File: config.mk
export PLATFORM = sky130hd
export DESIGN_NAME = fetch_stage
export DESIGN_NICKNAME = d
export VERILOG_FILES = /design/src/rtl/fetch_stage_pkg.sv /design/src/rtl/fetch_stage.sv
export SDC_FILE = /design/constraint.sdc
export NUM_CORES = 1
export LEC_CHECK = 0
export CELL_PAD_IN_SITES_DETAIL_PLACEMENT = 1
export CELL_PAD_IN_SITES_GLOBAL_PLACEMENT = 2
export CORE_UTILIZATION = 29
export CTS_CLUSTER_SIZE = 12
export DETAILED_ROUTE_END_ITERATION = 7
export PLACE_DENSITY = 0.87
export SETUP_SLACK_MARGIN = 0.5
export SYNTH_ARGS = -nofsm -noshare
export SYNTH_HDL_FRONTEND = slang
export SYNTH_SLANG_ARGS = --single-unit
File: constraint.sdc
create_clock -name clk -period 4.5 [get_ports clk]
set_input_delay 0.45 -clock clk [delete_from_list [all_inputs] [get_ports clk]]
set_output_delay 0.45 -clock clk [all_outputs]
set_load 0.01 [all_outputs]
File: src/rtl/fetch_stage_pkg.sv
// Shared pipeline definitions: datapath width, canonical NOP and fetch FSM states.
package fetch_stage_pkg;

   localparam int XLEN = 32;
   localparam logic [XLEN-1:0] NOP_INSTR = 32'h0000_0013;

   typedef enum logic [1:0] {
      S_IDLE = 2'd0,
      S_WAIT = 2'd1,
      S_HOLD = 2'd2,
      S_DROP = 2'd3
   } fetch_state_t;

endpackage

File: src/rtl/fetch_stage.sv
// Instruction fetch stage: PC, single-outstanding imem request FSM, hold buffer and IF/ID register.
//
// state  | meaning
// -------+------------------------------------------------------------
// S_IDLE | request imem at pc (suppressed during a flush)
// S_WAIT | one request outstanding, waiting for imem_rvalid
// S_HOLD | response parked in hold_buf while IF/ID is stalled
// S_DROP | outstanding response belongs to a squashed path; discard it
module fetch_stage
   import fetch_stage_pkg::*;
#(
   parameter logic [XLEN-1:0] RESET_PC = 32'h0000_0000
) (
   input  logic            clk,
   input  logic            rst,
   input  logic            pc_write,
   input  logic            if_id_write,
   input  logic            if_flush,
   input  logic [XLEN-1:0] branch_target,
   output logic            imem_req,
   output logic [XLEN-1:0] imem_addr,
   input  logic            imem_ready,
   input  logic            imem_rvalid,
   input  logic [XLEN-1:0] imem_rdata,
   output logic [XLEN-1:0] if_id_pc,
   output logic [XLEN-1:0] if_id_instr,
   output logic            if_id_valid
);

   fetch_state_t    state;
   logic [XLEN-1:0] pc;
   logic [XLEN-1:0] hold_buf;

   logic            deliver;
   logic [XLEN-1:0] deliver_word;

   always_comb begin
      imem_req     = (state == S_IDLE) && !if_flush && !rst;
      imem_addr    = pc;
      deliver      = !if_flush && if_id_write &&
                     (((state == S_WAIT) && imem_rvalid) || (state == S_HOLD));
      deliver_word = (state == S_HOLD) ? hold_buf : imem_rdata;
   end

   always_ff @(posedge clk or posedge rst) begin
      if (rst) begin
         state       <= S_IDLE;
         pc          <= RESET_PC;
         hold_buf    <= '0;
         if_id_pc    <= '0;
         if_id_instr <= NOP_INSTR;
         if_id_valid <= 1'b0;
      end else if (if_flush) begin
         pc          <= branch_target;
         hold_buf    <= '0;
         if_id_instr <= NOP_INSTR;
         if_id_valid <= 1'b0;
         // A request still in flight must be swallowed before issuing on the new path.
         case (state)
            S_WAIT:  state <= imem_rvalid ? S_IDLE : S_DROP;
            S_DROP:  state <= imem_rvalid ? S_IDLE : S_DROP;
            default: state <= S_IDLE;
         endcase
      end else begin
         case (state)
            S_IDLE: begin
               if (imem_req && imem_ready) state <= S_WAIT;
            end
            S_WAIT: begin
               if (imem_rvalid) begin
                  if (if_id_write) begin
                     state <= S_IDLE;
                  end else begin
                     hold_buf <= imem_rdata;
                     state    <= S_HOLD;
                  end
               end
            end
            S_HOLD: begin
               if (if_id_write) state <= S_IDLE;
            end
            S_DROP: begin
               if (imem_rvalid) state <= S_IDLE;
            end
            default: state <= S_IDLE;
         endcase

         if (deliver) begin
            if_id_pc    <= pc;
            if_id_instr <= deliver_word;
            if_id_valid <= 1'b1;
            if (pc_write) pc <= pc + XLEN'(4);
         end else if (if_id_write) begin
            if_id_instr <= NOP_INSTR;
            if_id_valid <= 1'b0;
         end
      end
   end

endmodule

# Word level (Yosys, flattened, before mapping)
# Cells that the tools add are included.
# totals
elab_cells,59
ff_bits,131
output_inout_bits,98
# classes
eq_ne,8
reduce_logical,20
n_bitwise,1
n_mux,23
addsub,1
# ops
op,count
$mux 32,11
$add 32x3->32 const B,1
$mux 2,8
$ne 3x3->1 const B,3
$pmux 2 s4,1
$reduce_bool 2->1,4
$logic_and 1x1->1,6
$eq 2x2->1 const B,2
$reduce_and 2->1,2
$reduce_and 4->1,1
$mux 1,3
$ne 3x2->1 const B,1
$reduce_and 3->1,1
$reduce_bool 3->1,1
$eq 2x1->1 const B,1
$logic_not 1->1,2
$logic_not 2->1,1
$ne 2x1->1 const B,1
$reduce_or 2->1,1
$logic_or 1x1->1,1
$not 1->1,1

# Depth between registers and ports, before layout
# depth
ltp_word,7
mapped_depth,8
depth_no_buf,6

# Least setup slack after synthesis
# No wires, ideal clock.
# synth_timing
kind,register -> register
startpoint,register state[0]
endpoint,"register pc[31], in the netlist imem_addr[31]"
slack_ns,2.356
path_buffers,1
path_stages_with_launch,7
setup_ns,0.125
arrival_time_ns,2.020
required_ns,4.375
path_cell_list,dfrtp_1 > nand2b_1 > clkbuf_1 > a2111o_1 > or4_1 > xnor2_1 > mux2_2
# synth_between
elab_chain_len,6
word_cells_on_any_way,7
cone_classes,eq/ne (2); reduce/logical (5)
# synth_rtl
element,line,rtl
start: declaration,fetch_stage.sv:30,fetch_state_t state;
start signal: assignment,fetch_stage.sv:60,S_WAIT: state <= imem_rvalid ? S_IDLE : S_DROP;
start signal: assignment,fetch_stage.sv:61,S_DROP: state <= imem_rvalid ? S_IDLE : S_DROP;
$eq 2x1->1,fetch_stage.sv:41,(((state == S_WAIT) && imem_rvalid) || (state == S_HOLD));
$logic_and 1x1->1,fetch_stage.sv:41,
$logic_or 1x1->1 (*),fetch_stage.sv:41,
$logic_and 1x1->1 (*),fetch_stage.sv:40,deliver = !if_flush && if_id_write &&
$reduce_bool 2->1 (no line) (*),--,
$reduce_and 2->1 (no line) (*),--,
end signal: assignment,fetch_stage.sv:54,pc <= branch_target;
end signal: assignment,fetch_stage.sv:92,if (pc_write) pc <= pc + XLEN'(4);
end: declaration,fetch_stage.sv:31,logic [XLEN-1:0] pc;
# Mark *: on every way between the ends. The rest lies on a longest branch, timed or not.
# A chain may end at the register's enable or synchronous reset.

# Worst setup path after layout
# layout_timing
startpoint,"register pc[7], in the netlist imem_addr[7]"
endpoint,"register pc[30], in the netlist imem_addr[30]"
# layout_between
elab_chain_len,4
# layout_rtl
element,line,rtl
$add 32x3->32,fetch_stage.sv:92,
$mux 32,fetch_stage.sv:92,
$mux 32,fetch_stage.sv:88,if (deliver) begin
$mux 32,fetch_stage.sv:53,end else if (if_flush) begin
# No other way between the ends. The select of a mux whose other input is x is not followed.

==> summary.txt <==
Max-slew violations - 0
I/O Buffers - 168
Starting Density - 29.5%
Synth Area per Inst - 10.0 sq um
Vias in the first global route - 5374
DRC - 0
Clk pin slew, worst setup/hold paths - 0.06 ns
Synth Instances - 570
Pre-Repair DR Iteration Count - 4
Row count - 51
Highest clock rate - 394 MHz
GRT overflow - 0
Crit path kind - reg -> reg
Io pins - 169
Clock latency on the worst-skew pair - 0.42 ns
RSZ-0062 raised after global routing - false
VDD IR max - 0.268 mV
Layout Nets - 807
# Post-CTS Setup Buffers - 0
Largest net degree at the start of global routing - 102
CTS Root Cell - clkbuf_16
Fillers - 2174
DR WL/cell - 18.5 um
Final setup viols - 0
DRT antenna net count - 0
Syn Nets - 642
Share of the synthesized area in the top cell type - 56.0%
Design Area, Final - 8320 sq um
Worst min path class - reg -> reg
Yosys cell types - 34
Synth area leaders - dfrtp_1, nand2_1, mux2i_1, o21ai_0, a22o_1
Worst setup SP type - flop
Die Ht - 142 um
Hpwl dp - 13.1 mm
CTS tree - built
Pwr Total - 3.65 mW
Seq/Total Area, Yosys - 57.3%
Synthesized area - 5720 sq um
First-pass GRT wire length - 30.2 mm
CP endpoint kind - flop
GPL Wtd Cong - 0.796
Area leader, netlist - dfrtp_1
Final wirelength - 18.8 mm
Die area - 20300 sq um
DP Cell Count - 981
Max-Cap Viols - 0
Setup TNS Final - 0 ns
Share of layout cells above drive strength 1 - 8.16%
Die width - 142 um
Worst-path fanout max - 9
Pwr dens - 438 nW/um^2
Tot GR Track Use - 19.4%
TritonCTS Sinks - 131
Seq cells post-synth - 131
Worst EP arrival - 2.87 ns
Post-CTS sizing - 0
Fin Clk Skew - 0.00889 ns
Layout area overhead - 45.4%
Clk buf depth - 2
Tmin final - 2.54 ns
Core Area - 19400 sq um
Required @ worst endpoint - 4.83 ns
Via density - 4.89
Period utilization - 56.4%
CTS H-tree depth - 4
Leak - 3.74 nW
Non-filler cells, final - 1013
Status - finished clean
N_diodes - 0
Iter 0 DRT Violations - 242
Post-DP Area - 7700 sq um
Hold-fix buffers at CTS - 0
YS warnings - 0
Rel. slew slack - 36.4%
DR vias - 4955
TritonCTS Buffers - 17
Initial antenna violation count - 0
Hold Fails Final Rpt - 0
Slew @ Worst Pin - 0.949 ns
## Yosys cell counts
cell and n:
a2111o_1 1, a211oi_1 1, a21oi_1 1, a22o_1 32
a31oi_1 6, and3_1 3, and4_1 2, buf_1 2
buf_2 2, clkbuf_1 27, dfrtp_1 128, dfstp_2 3
ha_1 1, inv_1 8, mux2_2 7, mux2i_1 30
nand2_1 162, nand2b_1 2, nand3_1 10, nand3b_1 1
nand4_1 16, nand4_2 1, nor2_1 15, nor2b_1 1
nor3_1 5, nor4_1 7, o21ai_0 59, o31ai_1 1
or2_2 1, or3_1 4, or3b_2 1, or4_1 4
xnor2_1 13, xor2_1 13
## per-stage QoR
| step | util [%] | setup WS (ns) | hold slack (ns) |
|---|---|---|---|
| after floorplan | - | 0.557 | 0.472 |
| final | 42.9 | 1.96 | 0.478 |
| after global routing | 42.9 | 1.77 | 0.501 |
| after CTS | 42.9 | 1.93 | 0.483 |
| after global placement | 39.7 | 1.70 | 0.461 |
| after detailed placement | 39.7 | 1.59 | 0.464 |
## worst max-delay path: stages (launching register included)
cell     delay [ns]
dfrtp_1        0.55
nand4_1        0.20
nor2_1         0.62
nand3_1        0.33
or4_1          0.55
a31oi_1        0.19
## cell type report
type / count / area, sq um / area share (%)
clock buffer: 17 / 425 / 5.11
clock inverter: 15 / 196 / 2.36
inverter: 8 / 35.0 / 0.421
multi-input combinational: 400 / 2310 / 27.7
sequential: 131 / 3280 / 39.4
tap: 265 / 332 / 3.98
timing repair buffer: 177 / 1740 / 21.0
## state kept, by name, summed over array words and instances (netlist names)
signal and cells:
hold_buf 32, if_id_instr 32, if_id_pc 32, imem_addr 32, state 2, if_id_valid 1
## worst paths after layout
| path | from | endpoint | slack, ns | depth (start not counted) |
|---|---|---|---|---|
| min in group asynchronous | rst | hold_buf[30] | 0.68 | 2 |
| max | imem_addr[7] | imem_addr[30] | 1.96 | 5 |
| max reg2reg | imem_addr[7] | imem_addr[30] | 1.96 | 5 |
| min reg2reg | if_id_instr[13] | if_id_instr[13] | 0.48 | 2 |
| max in group asynchronous | rst | imem_addr[21] | 2.85 | 3 |
| min | if_id_instr[13] | if_id_instr[13] | 0.48 | 2 |
## layout by cell type (no fill, tap or decap), types with 9 or more instances in the layout
cell and count:
xnor2_1 13, nand3_1 9, a22o_1 32, nor2_1 12, nand4_1 16, dfrtp_1 128, buf_4 9, nand2_1 162
mux2i_1 30, o21ai_0 59, clkbuf_16 17, clkdlybuf4s50_1 167, xor2_1 13
## kinds of logic (layout without fill, tap and decap cells)
| group | count (synthesis) | count (layout) | synth area share [%] |
|---|---|---|---|
| mux | 37 | 37 | 6.62 |
| simple gates | 235 | 235 | 18.0 |
| fa+ha+maj | 1 | 1 | 0.219 |
| compound gates | 101 | 101 | 11.3 |
| flops | 131 | 131 | 57.3 |
| xor+xnor | 26 | 26 | 3.98 |
| buf+inv | 39 | 217 | 2.60 |
## per-layer routing
metal | part of all wire, % | track usage [%] | up-vias
met1 | 45 | 25.4 | 2487
li1 | - | - | 2300
met5 | 0 | 0 | -
met2 | 48 | 31.4 | 152
met3 | 5.8 | 5.42 | 16
met4 | 1.3 | 5.38 | 0
## power breakdown
part / switching, mW / total, mW / internal (mW)
Clock: 0.583 / 1.47 / 0.890
Sequential: 0.125 / 1.45 / 1.33
Combinational: 0.331 / 0.721 / 0.389
Total: 1.04 / 3.65 / 2.61
(Power assumes the default switching activity.)
